`src/rtl/hmac512_pkg.sv`:
```
// Shared types and helpers for the SHA-512 datapath: word type, block geometry,
// message-schedule sigma functions and the scheduler state encoding.
package hmac512_pkg;

   localparam int NumRound = 80;
   localparam int BlkWords = 16;

   typedef logic [63:0] sha_word_t;

   typedef enum logic [1:0] {
      StIdle   = 2'd0,
      StRecv   = 2'd1,
      StExpand = 2'd2
   } sched_st_e;

   // sigma0 = ROTR1 ^ ROTR8 ^ SHR7
   function automatic sha_word_t sigma0_512(input sha_word_t x);
      return {x[0], x[63:1]} ^ {x[7:0], x[63:8]} ^ (x >> 7);
   endfunction

   // sigma1 = ROTR19 ^ ROTR61 ^ SHR6
   function automatic sha_word_t sigma1_512(input sha_word_t x);
      return {x[18:0], x[63:19]} ^ {x[60:0], x[63:61]} ^ (x >> 6);
   endfunction

endpackage

```
`src/rtl/sha512_msg_sched.sv`:
```
// SHA-512 message scheduler: passes the 16 stream words of a block straight
// through as W[0..15], then expands W[16..79] from a 16-word sliding window.
module sha512_msg_sched
   import hmac512_pkg::*;
(
   input  logic        clk_i,
   input  logic        rst_ni,
   input  logic        sha_en,
   input  logic        hash_start,
   input  logic        shaf_rvalid,
   input  logic [63:0] shaf_rdata,
   output logic        shaf_rready,
   output logic        w_valid,
   output logic [63:0] w_data,
   output logic [6:0]  w_round,
   input  logic        w_ready,
   output logic        block_done
);

   localparam logic [6:0] LastRecv  = 7'(BlkWords - 1);
   localparam logic [6:0] LastRound = 7'(NumRound - 1);

   sched_st_e st;
   logic [6:0] round;
   sha_word_t  win [BlkWords];
   sha_word_t  exp_word;
   logic       w_hs;
   logic       last_round;

   // win[0] is the oldest word (W[t-16]), win[15] the newest (W[t-1]).
   assign exp_word = sigma1_512(win[14]) + win[9] + sigma0_512(win[1]) + win[0];

   // Outputs are gated by sha_en so no handshake is offered that would be ignored.
   always_comb begin
      w_valid     = 1'b0;
      shaf_rready = 1'b0;
      w_data      = '0;
      unique case (st)
         StRecv: begin
            w_valid     = sha_en & shaf_rvalid;
            shaf_rready = sha_en & w_ready;
            w_data      = shaf_rdata;
         end
         StExpand: begin
            w_valid = sha_en;
            w_data  = exp_word;
         end
         default: ;
      endcase
   end

   assign w_hs       = w_valid & w_ready;
   assign last_round = (st == StExpand) && (round == LastRound);
   assign w_round    = round;

   always_ff @(posedge clk_i) begin
      if (!rst_ni) begin
         st         <= StIdle;
         round      <= '0;
         block_done <= 1'b0;
         for (int i = 0; i < BlkWords; i++) win[i] <= '0;
      end else begin
         block_done <= 1'b0;
         if (hash_start) begin
            st    <= sha_en ? StRecv : StIdle;
            round <= '0;
            for (int i = 0; i < BlkWords; i++) win[i] <= '0;
         end else if (!sha_en) begin
            st <= StIdle;
         end else if (w_hs) begin
            for (int i = 0; i < BlkWords - 1; i++) win[i] <= win[i+1];
            win[BlkWords-1] <= w_data;
            if (last_round) begin
               round      <= '0;
               st         <= StRecv;
               block_done <= 1'b1;
            end else begin
               round <= round + 7'd1;
               if (st == StRecv && round == LastRecv) st <= StExpand;
            end
         end
      end
   end

endmodule
```
`config.mk`:
```
export PLATFORM = sky130hd
export DESIGN_NAME = sha512_msg_sched
export DESIGN_NICKNAME = d
export VERILOG_FILES = /design/src/rtl/hmac512_pkg.sv /design/src/rtl/sha512_msg_sched.sv
export SDC_FILE = /design/constraint.sdc
export NUM_CORES = 2
export LEC_CHECK = 0
export ABC_AREA = 1
export CORE_MARGIN = 2
export CORE_UTILIZATION = 61
export DETAILED_ROUTE_END_ITERATION = 16
export HOLD_SLACK_MARGIN = 0.02
export PLACE_DENSITY_LB_ADDON = 0.15
export SLEW_MARGIN = 10
export SYNTH_ARGS = -nofsm -noshare
export SYNTH_HDL_FRONTEND = slang
export SYNTH_SLANG_ARGS = --single-unit
export TNS_END_PERCENT = 1
```
`constraint.sdc`:
```
create_clock -name clk_i -period 32.3 [get_ports clk_i]
set_input_delay 8.075 -clock clk_i [delete_from_list [all_inputs] [get_ports clk_i]]
set_output_delay 8.075 -clock clk_i [all_outputs]
set_load 0.02 [all_outputs]
```
Word-level counts from Yosys, hierarchy flattened
Memories as Yosys holds them, arrays and structs flattened.
Index checks and enable logic that the tools add are counted.
- register bits after elaboration: 10
- RAM bits: 1024
- output and inout port bits: 74
- logic and storage cells: 114
- memories kept: 1
- $add $sub $neg: 4
- equal/unequal tests: 6
- muxes and demuxes: 52
- bitwise gates (word level): 42
- reductions and logical operators: 6
- memories (memory ; depth ; width ; rd ports ; clocked after Yosys merged registers in ; write ports ; RTL line ; text):
    win ; 16 ; 64 ; 16 ; 0 ; 16 ; sha512_msg_sched.sv:25 ; sha_word_t win [BlkWords];
- operator list (cell ; count):
    64-bit 2-to-1 mux ; 32
    64-bit adder ; 3
    64-bit one-hot mux with 2 select lines ; 1
    64-bit bitwise XOR ; 2
    64-bit by 57-bit bitwise XOR with 64-bit output ; 1
    64-bit by 58-bit bitwise XOR with 64-bit output ; 1
    1-bit bitwise OR ; 32
    1-bit 2-to-1 mux ; 12
    2-bit 2-to-1 mux ; 5
    7-bit by 1-bit adder with 7-bit output (second input constant) ; 1
    7-bit by 4-bit == test with 1-bit output (second input constant) ; 1
    7-bit == test (second input constant) ; 1
    7-bit 2-to-1 mux ; 1
    4-bit by 1-bit inequality test with 1-bit output (second input constant) ; 1
    2-bit AND reduction ; 2
    4-bit OR reduction ; 1
    1-bit bitwise AND ; 3
    3-bit by 1-bit inequality test with 1-bit output (second input constant) ; 1
    1-bit NOT ; 3
    2-bit by 1-bit == test with 1-bit output (second input constant) ; 1
    2-bit == test (second input constant) ; 1
    1-bit logical AND ; 2
    1-bit one-hot mux with 2 select lines ; 1
    2-bit OR reduction ; 1

Logic depth before layout (Yosys ltp)
- depth after elaboration: 9
- mapped depth: 25

Least setup slack after synthesis
No wires, ideal clock.
- path type: input to register
- start: input shaf_rvalid
- end: memory win[0][100] (netlist name), enable pin
- setup time: 3.239 ns
- data arrival time: 15.758 ns
- data required time: 29.061 ns
- path slack: 13.304 ns
- cell stages on the path: 4
- cell sequence: a21oi_1 nor4_4 inv_2 nand2_1
- RTL lines (what ; RTL line ; text):
    from (decl) ; sha512_msg_sched.sv:10 ; input logic shaf_rvalid,
    to (decl) ; sha512_msg_sched.sv:25 ;

Worst setup path after layout
- start: input shaf_rdata[62]
- end: output w_data[62]
- word-level cells in the longest chain between the ends: 1
- RTL lines (what ; RTL line ; text):
    from (decl) ; sha512_msg_sched.sv:11 ; input logic [63:0] shaf_rdata,
    64-bit one-hot mux with 2 select lines ; sha512_msg_sched.sv:38 ; unique case (st)
    to (decl) ; sha512_msg_sched.sv:14 ; output logic [63:0] w_data,
Every way passes these cells.

==> impl_metrics.csv <==
group,metric,value,unit
finish,area.growth.synth_to_final,10.3,%
critical_path,cp_slowest_cell,"clkdlybuf4s50_1",
route,drt-wirelength-per-cell,19.1,µm
finish,nets,5942,
timing,setup_viol,0,
synth,synth_top_area_share,55.0,%
power,power.total,3400,µW
timing,worst_clock_skew,0.0312,ns
power,swShare,29.4,%
synth,yosys.area.top_type,"edfxtp_1",
synth,synth_warnings,0,
synth,synth_area_leaders,"edfxtp_1 55%, inv_1 12%, nor2_1 7.6%",
place,gp_congestion,0.995,
grt,antenna_found_initial,2,
die,die_w,297,µm
power,switchingPower,999,µW
synth,syn_avg_cell_area,9.44,µm²
finish,final_cells,6915,
cts,post-cts-setup-buffers,0,
cts,cts_resized,0,
critical_path,crit_fanout,2,
synth,yosys_register_bits,1034,
place,port_buffers,143,
job,drv_cap,0,
critical_path,required,24.23,ns
route,drtIter0Drc,3256,
power,combPwrFrac,18.1,%
synth,async_flop_share,0,%
timing,finalHoldViolCount,0,
route,drt-total-wl,132000,µm
die,initial_core_util,61.5,%
min_path,hp-class,"reg -> reg",
cts,cts_tree,"yes",
place,dp_cells,6716,
critical_path,path_cells,"clkdlybuf4s50_1 > nand2_1 > nand2_1 > nand2_1 > inv_1 > clkdlybuf4s50_1",
critical_path,path_common_cell,"nand2_1",
timing,min_period,17.73,ns
cts,cts_max_level,3,
critical_path,r2r_slack,26.05,ns
cts,cts.reportedPaths.clkPinSlew,0.06,ns
critical_path,cpPeakStageDelay,0.63,ns
power,p_int,2400,µW
critical_path,worst-r2r-cell-count,12,
timing,fin_crit_sh,54.9,%
die,core_area,85100,µm²
route,vias,34240,
die,fp.dieH,297,µm
route,drtAntennaViolNets,0,
power,powerDensity,58.8,nW/µm²
timing,slew_headroom,27.9,%
grt,grt_pass1_vias,32649,
route,drc_errors,0,
cts,worstSkewPairLatency,0.71,ns
synth,synth_area,52400,µm²
timing,slew_viol_final,0,
die,die-area,88300,µm²
power,seq_power_share,45.7,%
power,pwr-share-clk,36.2,%
min_path,holdPathStages,2,
finish,fillers,6646,
synth,synthesis.nets,5812,
place,place_ws,14.58,ns
synth,ys.flop_type,"edfxtp_1",
synth,synthCells,5550,
status,status,"finished clean",
timing,worst_pin_slew,1.08,ns
critical_path,crit_arrival,9.65,ns
die,io_pins,144,
finish,seq_area,30300,µm²
timing,grt_setup_unrepaired,"no",
grt,grt_overflow,0,
cts,cts_buffers,106,
cts,hold_buffers,0,
die,num_rows,107,
route,dr.pass1.iters,5,
place,dp_hpwl,96300,µm
cts,cts.sinks,1034,
finish,multiInputGateArea,14700,µm²
power,leakage,0.0251,µW
timing,worst_slack,14.57,ns
route,viasPerCell,4.95,
timing,fmax,56.4,MHz
finish,n_antenna_cell,0,
critical_path,end_kind,"output port",
synth,ys_types,33,
grt,grt_pass1_wl,198000,µm
critical_path,start_kind,"input pin",
cts,clockBufferDepth,3,
finish,final_layout_size_suffix_gt1_share,3.52,%
timing,fin_setup_tns,0,ns
place,place_area,54300,µm²
grt,grt_max_degree,234,
grt,track_usage,30.4,%
synth,ys_seq_area_share,57.8,%
finish,post-route-cell-area,57800,µm²
cts,cts-root-buf,"clkbuf_16",
power,vdd_drop_max,47.4,µV
synth,synth-edff-count,960,
critical_path,critPathKind,"in -> out",
[kinds of logic after synthesis]
| logic type | Yosys count | synth area share (%) |
|---|---|---|
| AOI/OAI and AO/OA | 180 | 1.80 |
| buffers and inverters | 1785 | 14.2 |
| xor gates and xnor gates | 251 | 4.20 |
| DFF | 1034 | 57.8 |
| adders and majority gates | 192 | 6.39 |
| and+or+nand+nor | 2108 | 15.6 |
[synth_stat cells (5+ instances only)]
master and instances:
inv_1 1633, nor2_1 1067, edfxtp_1 960, nand2_1 887, a21oi_1 139, xor2_1 127
fa_1 126, xnor2_1 124, buf_6 92, nand3_1 87, dfxtp_1 74, ha_1 66
nor3_1 36, clkbuf_1 29, o21ai_0 27, buf_2 17, nand3b_1 15, buf_1 8
and2_1 5
[critical path: cells and delay by family]
kind                   cells  cell delay (ns)
buffers and inverters      3             1.22
AND/OR/NAND/NOR            3             0.35
[power by group through the flow]
stage               Clock [µW]  Sequential (µW)  Combinational [µW]
floorplan                    0             1580                 394
global placement             0             1580                 598
detailed placement           0             1580                 600
CTS                       1250             1550                 607
global route              1300             1560                 685
finish                    1230             1550                 615
[state kept, by name (all words and copies together) (netlist names)]
signal      count
block_done      1
st              2
w_round         7
win          1024
[area by class of cell]
cell class | count | share of cell area [%]
inverters | 1637 | 10.6
well taps | 1144 | 2.48
clock inverters | 67 | 1.25
flip-flops and latches | 1034 | 52.4
multi-input cells | 2731 | 25.4
repair buffers | 170 | 2.89
clock buffers | 132 | 4.86
[metrics by stage]
stage	utilization (%)	hold slack, ns
after global routing	67.9	0.483
after floorplan	-	0.439
after detailed placement	63.7	0.453
final	67.9	0.463
after CTS	67.9	0.464
after global placement	63.7	0.448
[cell usage in the layout (no fill, tap or decap), drive strengths merged, types with 2 or more instances in the layout]
| master | count |
|---|---|
| fa | 126 |
| nand3 | 87 |
| nor2 | 1067 |
| o21ai | 27 |
| clkdlybuf4s50 | 143 |
| nand4 | 3 |
| o211ai | 2 |
| or2 | 4 |
| dfxtp | 74 |
| and2 | 5 |
| clkbuf | 132 |
| inv | 1640 |
| nand2 | 888 |
| a22o | 3 |
| xor2 | 127 |
| o21bai | 4 |
| bufinv | 10 |
| buf | 27 |
| a211oi | 3 |
| nand3b | 15 |
| ha | 66 |
| nor3 | 36 |
| a21oi | 139 |
| clkinvlp | 5 |
| clkinv | 49 |
| edfxtp | 960 |
| xnor2 | 124 |
[path summary, 6_finish.rpt]
| kind | endpoint | startpoint |
|---|---|---|
| min reg2reg | win[0][32]$_SDFFE_PP0P_ | win[0][32]$_SDFFE_PP0P_ |
| min | win[0][32]$_SDFFE_PP0P_ | win[0][32]$_SDFFE_PP0P_ |
| max | w_data[62] | shaf_rdata[62] |
| max reg2reg | win[3][102]$_SDFFCE_PN0P_ | st[0]$_SDFFE_PN0P_ |
[layer usage]
metal	up-vias	part of all wire (%)	track usage [%]
met5	-	0	0
met4	0	4.0	11.1
met3	230	9.0	5.85
met2	1243	43	44.2
met1	16088	44	45.8
li1	16679	-	-
No activity file was read; power rests on OpenSTA's default activity.
